## config.mk

```make
export PLATFORM = sky130hd
export DESIGN_NAME = pipeline_debug_ctrl
export DESIGN_NICKNAME = d
export VERILOG_FILES = /design/src/rtl/pipeline_debug_pkg.sv /design/src/rtl/pipeline_debug_ctrl_word_tx_serializer.sv /design/src/rtl/pipeline_debug_ctrl.sv
export SDC_FILE = /design/constraint.sdc
export NUM_CORES = 1
export LEC_CHECK = 0
export CAP_MARGIN = 20
export CELL_PAD_IN_SITES_DETAIL_PLACEMENT = 0
export CELL_PAD_IN_SITES_GLOBAL_PLACEMENT = 1
export CORE_AREA = 10 10 129 131
export DETAILED_ROUTE_END_ITERATION = 8
export DIE_AREA = 0 0 139 141
export PLACE_DENSITY = 0.9
export SLEW_MARGIN = 30
export SYNTH_ARGS = -nofsm -noshare
export SYNTH_HDL_FRONTEND = slang
export SYNTH_HIERARCHICAL = 1
export SYNTH_SLANG_ARGS = --single-unit
```

## constraint.sdc

```tcl
create_clock -name i_clock -period 3.83 [get_ports i_clock]
set_input_delay 0.766 -clock i_clock [delete_from_list [all_inputs] [get_ports i_clock]]
set_output_delay 0.766 -clock i_clock [all_outputs]
set_load 0.1 [all_outputs]
```

## src/rtl/pipeline_debug_pkg.sv

```systemverilog
// Shared definitions for the pipeline debug controller: command codes, FSM states, dump sections.
package pipeline_debug_pkg;

  localparam logic [7:0] CMD_RUN   = 8'h52;
  localparam logic [7:0] CMD_STEP  = 8'h53;
  localparam logic [7:0] CMD_DUMP  = 8'h44;
  localparam logic [7:0] CMD_CLEAR = 8'h43;

  typedef enum logic [2:0] {
    ST_IDLE,
    ST_RUN,
    ST_STEP,
    ST_FETCH,
    ST_SEND
  } state_t;

  typedef enum logic [1:0] {
    SEC_PC,
    SEC_CYC,
    SEC_REG,
    SEC_MEM
  } section_t;

endpackage

```

## src/rtl/pipeline_debug_ctrl_word_tx_serializer.sv

```systemverilog
// Word-to-byte serializer: emits a loaded word MSB byte first over a valid/ready stream.
module word_tx_serializer #(
  parameter int unsigned NB_REG  = 32,
  parameter int unsigned NB_BYTE = 8
) (
  input  logic               i_clock,
  input  logic               i_reset,
  input  logic               i_load,
  input  logic [NB_REG-1:0]  i_word,
  output logic [NB_BYTE-1:0] o_data,
  output logic               o_valid,
  input  logic               i_ready,
  output logic               o_done
);

  localparam int unsigned N_BYTES = NB_REG / NB_BYTE;
  localparam int unsigned NB_CNT  = (N_BYTES > 1) ? $clog2(N_BYTES) : 1;

  logic [NB_REG-1:0] shift;
  logic [NB_CNT-1:0] cnt;
  logic              valid;
  logic              xfer;
  logic              last;

  assign xfer    = valid & i_ready;
  assign last    = (cnt == NB_CNT'(N_BYTES - 1));
  assign o_done  = xfer & last;
  assign o_data  = shift[NB_REG-1 -: NB_BYTE];
  assign o_valid = valid;

  // Load a new word or shift out one byte per accepted transfer; data holds while stalled.
  always_ff @(posedge i_clock) begin
    if (i_reset) begin
      shift <= '0;
      cnt   <= '0;
      valid <= 1'b0;
    end else if (i_load) begin
      shift <= i_word;
      cnt   <= '0;
      valid <= 1'b1;
    end else if (xfer) begin
      if (last) begin
        valid <= 1'b0;
      end else begin
        shift <= shift << NB_BYTE;
        cnt   <= cnt + NB_CNT'(1);
      end
    end
  end

endmodule

```

## src/rtl/pipeline_debug_ctrl.sv

```systemverilog
// Debug/run controller for the 5-stage pipeline: command decode, run/step, cycle count, state dump.
module pipeline_debug_ctrl
  import pipeline_debug_pkg::*;
#(
  parameter int unsigned NB_REG          = 32,
  parameter int unsigned NB_REG_ADDR     = 5,
  parameter int unsigned REGFILE_DEPTH   = 32,
  parameter int unsigned NB_DATA_ADDR    = 10,
  parameter int unsigned DATA_DUMP_WORDS = 16,
  parameter int unsigned NB_BYTE         = 8
) (
  input  logic                    i_clock,
  input  logic                    i_reset,
  input  logic [NB_BYTE-1:0]      i_rx_data,
  input  logic                    i_rx_valid,
  output logic                    o_rx_ready,
  output logic [NB_BYTE-1:0]      o_tx_data,
  output logic                    o_tx_valid,
  input  logic                    i_tx_ready,
  output logic                    o_pipe_valid,
  output logic                    o_pipe_reset,
  input  logic                    i_halt,
  input  logic [NB_REG-1:0]       i_pc,
  output logic [NB_REG_ADDR-1:0]  o_reg_addr,
  input  logic [NB_REG-1:0]       i_reg_data,
  output logic [NB_DATA_ADDR-1:0] o_mem_addr,
  input  logic [NB_REG-1:0]       i_mem_data,
  output logic                    o_busy
);

  localparam logic [NB_REG_ADDR-1:0]  REG_LAST = NB_REG_ADDR'(REGFILE_DEPTH - 1);
  localparam logic [NB_DATA_ADDR-1:0] MEM_LAST = NB_DATA_ADDR'(DATA_DUMP_WORDS - 1);

  state_t                  state, state_next;
  section_t                section, section_next;
  logic                    ser_load;
  logic [NB_REG-1:0]       ser_word;
  logic                    ser_done;
  logic                    cmd_clear;
  logic                    dump_entry;
  logic                    halted;
  logic [NB_REG-1:0]       cycle_count;
  logic                    word_last;
  logic                    rx_ready, busy, pipe_valid, pipe_reset;
  logic [NB_REG_ADDR-1:0]  reg_addr;
  logic [NB_DATA_ADDR-1:0] mem_addr;

  // Next-state, section sequencing and serializer load selection.
  always_comb begin
    state_next   = state;
    section_next = section;
    ser_load     = 1'b0;
    ser_word     = '0;
    cmd_clear    = 1'b0;
    dump_entry   = 1'b0;
    case (state)
      ST_IDLE: begin
        if (i_rx_valid) begin
          if (i_rx_data == NB_BYTE'(CMD_RUN)) begin
            if (!halted) state_next = ST_RUN;
          end else if (i_rx_data == NB_BYTE'(CMD_STEP)) begin
            if (!halted) state_next = ST_STEP;
          end else if (i_rx_data == NB_BYTE'(CMD_DUMP)) begin
            dump_entry = 1'b1;
          end else if (i_rx_data == NB_BYTE'(CMD_CLEAR)) begin
            cmd_clear = 1'b1;
          end
        end
      end
      ST_RUN:  if (i_halt) dump_entry = 1'b1;
      ST_STEP: dump_entry = 1'b1;
      ST_FETCH: begin
        ser_load   = 1'b1;
        ser_word   = (section == SEC_REG) ? i_reg_data : i_mem_data;
        state_next = ST_SEND;
      end
      ST_SEND: begin
        if (ser_done) begin
          case (section)
            SEC_PC: begin
              ser_load     = 1'b1;
              ser_word     = cycle_count;
              section_next = SEC_CYC;
            end
            SEC_CYC: begin
              section_next = SEC_REG;
              state_next   = ST_FETCH;
            end
            SEC_REG: begin
              if (word_last) section_next = SEC_MEM;
              state_next = ST_FETCH;
            end
            default: state_next = word_last ? ST_IDLE : ST_FETCH;
          endcase
        end
      end
      default: state_next = ST_IDLE;
    endcase
    // Dump entry latches the PC straight into the serializer.
    if (dump_entry) begin
      state_next   = ST_SEND;
      section_next = SEC_PC;
      ser_load     = 1'b1;
      ser_word     = i_pc;
    end
  end

  // State register and registered control outputs.
  always_ff @(posedge i_clock) begin
    if (i_reset) begin
      state      <= ST_IDLE;
      section    <= SEC_PC;
      rx_ready   <= 1'b1;
      busy       <= 1'b0;
      pipe_valid <= 1'b0;
      pipe_reset <= 1'b0;
    end else begin
      state      <= state_next;
      section    <= section_next;
      rx_ready   <= (state_next == ST_IDLE);
      busy       <= (state_next != ST_IDLE);
      pipe_valid <= (state_next == ST_RUN) || (state_next == ST_STEP);
      pipe_reset <= cmd_clear;
    end
  end

  // Cycle counter, halt flag and dump address walk (next address is prepared at each fetch).
  always_ff @(posedge i_clock) begin
    if (i_reset) begin
      cycle_count <= '0;
      halted      <= 1'b0;
      reg_addr    <= '0;
      mem_addr    <= '0;
      word_last   <= 1'b0;
    end else begin
      if (cmd_clear) begin
        cycle_count <= '0;
        halted      <= 1'b0;
      end else if (pipe_valid) begin
        if (cycle_count != '1) cycle_count <= cycle_count + NB_REG'(1);
        if (i_halt) halted <= 1'b1;
      end
      if (dump_entry) begin
        reg_addr  <= '0;
        mem_addr  <= '0;
        word_last <= 1'b0;
      end else if (state == ST_FETCH) begin
        if (section == SEC_REG) begin
          word_last <= (reg_addr == REG_LAST);
          if (reg_addr != REG_LAST) reg_addr <= reg_addr + NB_REG_ADDR'(1);
        end else begin
          word_last <= (mem_addr == MEM_LAST);
          if (mem_addr != MEM_LAST) mem_addr <= mem_addr + NB_DATA_ADDR'(1);
        end
      end
    end
  end

  word_tx_serializer #(
    .NB_REG  (NB_REG),
    .NB_BYTE (NB_BYTE)
  ) u_ser (
    .i_clock (i_clock),
    .i_reset (i_reset),
    .i_load  (ser_load),
    .i_word  (ser_word),
    .o_data  (o_tx_data),
    .o_valid (o_tx_valid),
    .i_ready (i_tx_ready),
    .o_done  (ser_done)
  );

  assign o_rx_ready   = rx_ready;
  assign o_busy       = busy;
  assign o_pipe_valid = pipe_valid;
  assign o_pipe_reset = pipe_reset;
  assign o_reg_addr   = reg_addr;
  assign o_mem_addr   = mem_addr;

endmodule

```

==> flow_summary_export.csv <==
group,metric,value,unit
power,share_of_total_power_in_the_clock_network,44.8,%
clock_network,cts_buffer_depth,2,
floorplan,floorplan.die_area,0.01960,mm²
timing,timing.final.crit_period,3009,ps
hold_path,timing.hold.worst.class,"reg -> reg",
synth,yosysWarningCount,6,
final_layout,layout.nets,860,
final_layout,filler_cell_count,1357,
place,gp_congestion,0.9137,
critical_path,worst_path_required_time,4070,ps
power,sw_share,22.95,%
synth,seq_area_frac_synth,33.59,%
routing,detailedRoute.firstIterationViolations,566,
routing,detail_route.drc_violations,0,
grt,globalRouteTotalUtil,16.49,%
place,dp_hpwl,13.25,mm
clock_network,hold_buffers,0,
power,net-switching-power,475.4,µW
grt,grt_start_max_net_pins,68,
grt,first_pass_grt_wire_length,26.72,mm
power,p_int,1596,µW
synth,ys_types,63,
floorplan,placementRows,44,
timing,drv_slew,0,
power,pwrdens,286.9,mW/mm²
timing,tns,0,ps
critical_path,worst-path-max-fanout,67,
timing,tightest_slew,1017,ps
final_layout,post-route-cell-area,0.007221,mm²
timing,timing.final.hold_violations,0,
grt,first_global_vias,5130,
place,place_area,0.006912,mm²
critical_path,worst-r2r-cell-count,6,
grt,antenna_violations_before_repair,0,
outcome,outcome,"finished clean",
clock_network,clk_pin_slew,70,ps
clock_network,number_of_buffers_created_by_cts,9,
routing,drt-total-wl,17.26,mm
critical_path,critical_path_end_type,"flip-flop",
timing,max_clock_freq,332.4,MHz
power,worst_voltage_drop_across_the_vdd_grid,200.8,µV
routing,detail-route-antenna-nets,0,
floorplan,boundaryPins,137,
timing,rsz_0062_raised_after_global_routing,"no",
timing,timing.slew.headroom,31.99,%
synth,syn_inst,634,
clock_network,cell_chosen_for_the_clock_root,"clkbuf_16",
synth,synth.ff_latch_count,93,
final_layout,number_of_diodes,0,
final_layout,multi_input_area,0.003251,mm²
place,io_buffers,136,
power,p_comb_share,8.3,%
power,finalPower,2071,µW
synth,dominantRegCellSynth,"dfxtp_1",
grt,overflow,0,
floorplan,coreArea,0.01420,mm²
routing,via_count,5227,
clock_network,post_cts.repair.setup_buffers,0,
hold_path,whs_path_depth,2,
critical_path,setup.worst_path.start_class,"primary input",
power,share_seq_of_total_power,46.8,%
clock_network,htree_num_levels,3,
synth,synthesis.nets,754,
critical_path,worst_ep_arrival_time,3250,ps
synth,syn-mean-instance-area,8.743,µm²
routing,drt-pass1-iter-count,4,
clock_network,clock_insertion_delay_worst_skew,350,ps
timing,timing.clock.skew,11.10,ps
job,maxCapViolCount,0,
clock_network,cts_num_sinks,93,
clock_network,tritoncts_clock_tree,"yes",
floorplan,die_wd,139,µm
critical_path,crit_type,"in -> reg",
timing,report.final.setup_viol,0,
synth,asyncSetResetFlopFracSynth,0,%
routing,drt-vias-per-instance,5.626,
timing,finalCritPeriodShare,78.56,%
synth,synthesis.area,0.005543,mm²
floorplan,start_util,39.02,%
final_layout,drive_gt1_share,14.36,%
final_layout,area_taken_by_flip_flops_and_latches,0.001862,mm²
clock_network,cts_resized,0,
final_layout,flow.area_growth_from_synthesis,30.27,%
synth,synth-edff-count,0,
routing,post_drt_wl_per_cell,18.58,µm
power,leakagePower,0.002284,µW
floorplan,fp.dieH,141,µm
==> path summary, 6_finish.rpt <==
path                   startpoint              end  slack, ps
setup / recovery     i_rx_data[6]  u_ser/shift[10]        820
hold / removal    u_ser/shift[23]  u_ser/shift[23]        480
setup reg to reg   cycle_count[1]   cycle_count[9]       1300
hold reg to reg   u_ser/shift[23]  u_ser/shift[23]        480
==> cell type report <==
type	instances	area share (%)
timing repair buffer	145	19.89
clock inverter	7	1.126
sequential	93	25.78
multi-input combinational	455	45.02
tap	184	3.188
clock buffer	9	3.119
inverter	36	1.871
==> stage by stage <==
step / hold WS, ps / setup WS, ps / cells / util (%)
global route: 502.9 / 725.9 / 929 / 50.84
global placement: 459.2 / 648.2 / 913 / 48.66
CTS: 475.3 / 877.4 / 929 / 50.82
detailed placement: 463.1 / 523.3 / 913 / 48.66
floorplan: 436.7 / 1329 / 634 / -
finish: 476.6 / 821.3 / 929 / 50.84
==> power groups by stage <==
stage	logic [µW]	registers, µW	clock network (µW)
6_report	172	970	929
3_3_place_gp	169	993	0
4_1_cts	172	970	936
3_5_place_dp	172	993	0
5_1_grt	182	970	980
2_1_floorplan	45.0	994	0
==> state kept, by name, summed over array words and instances (netlist names) <==
register,count
cycle_count,32
halted,1
o_busy,1
o_mem_addr,10
o_pipe_reset,1
o_pipe_valid,1
o_reg_addr,5
o_rx_ready,1
section,2
state,3
u_ser/cnt,2
u_ser/o_valid,1
u_ser/shift,32
word_last,1
==> routing by layer <==
| metal | vias up | routed length [µm] | share of wire (%) | track usage, % |
|---|---|---|---|---|
| met5 | - | 0 | 0 | 0 |
| met4 | 0 | 195 | 1.1 | 4.723 |
| met3 | 12 | 869 | 5.0 | 2.419 |
| met2 | 149 | 8865 | 51 | 29.48 |
| met1 | 2533 | 7327 | 42 | 19.97 |
| li1 | 2533 | - | - | - |
==> critical path, stage by stage <==
cell and delay, ps:
clkdlybuf4s50_1 440, nor4bb_1 590, nand3_1 180, o21ai_2 290
or3_2 260, buf_12 310, a21oi_1 70, a221oi_1 310
==> synth_stat cells (3+ instances only) <==
| library cell | number | area (µm²) |
|---|---|---|
| nand3_1 | 15 | 75.07 |
| nor2_1 | 67 | 251.5 |
| a21oi_2 | 26 | 227.7 |
| and3_1 | 7 | 43.79 |
| a221oi_2 | 18 | 270.3 |
| o21ai_2 | 8 | 70.07 |
| buf_4 | 9 | 67.56 |
| or3_1 | 13 | 81.33 |
| xnor2_1 | 7 | 61.31 |
| a221o_1 | 31 | 310.3 |
| clkbuf_1 | 19 | 71.32 |
| a221oi_1 | 6 | 52.55 |
| nor3_1 | 5 | 25.02 |
| nor4_1 | 3 | 18.77 |
| buf_1 | 3 | 11.26 |
| nand4_1 | 14 | 87.58 |
| o211ai_1 | 5 | 37.54 |
| ha_1 | 11 | 137.6 |
| a21oi_1 | 33 | 165.2 |
| o21ai_0 | 18 | 90.09 |
| xor2_1 | 10 | 87.58 |
| nand3b_1 | 10 | 75.07 |
| a311oi_1 | 3 | 26.28 |
| or4_1 | 3 | 22.52 |
| buf_6 | 4 | 45.04 |
| mux2i_1 | 38 | 380.4 |
| inv_1 | 35 | 131.4 |
| dfxtp_1 | 93 | 1862 |
| or3_2 | 10 | 75.07 |
| nand2_1 | 54 | 202.7 |
| buf_2 | 12 | 60.06 |
| or2_2 | 3 | 18.77 |
==> cell families after synthesis <==
| group | count (synthesis) | synth area share [%] |
|---|---|---|
| xor+xnor | 17 | 2.686 |
| simple gates | 228 | 21.42 |
| compound gates | 161 | 25.06 |
| mux | 38 | 6.862 |
| buf+inv | 86 | 7.901 |
| flops | 93 | 33.59 |
| fa+ha+maj | 11 | 2.483 |
==> cells in the final DEF, fill, tap and decap left out, types with 11 or more instances in the layout <==
cell type	Yosys	routed
a221oi_2	18	18
inv_1	35	35
a21oi_2	26	26
or3_1	13	12
dfxtp_1	93	93
nand2_1	54	54
o21ai_0	18	18
or3_2	10	11
clkdlybuf4s50_1	0	134
nand4_1	14	14
mux2i_1	38	38
a21oi_1	33	33
a221o_1	31	31
nor2_1	67	67
nand3_1	15	15
No activity file was read; power rests on OpenSTA's default activity.
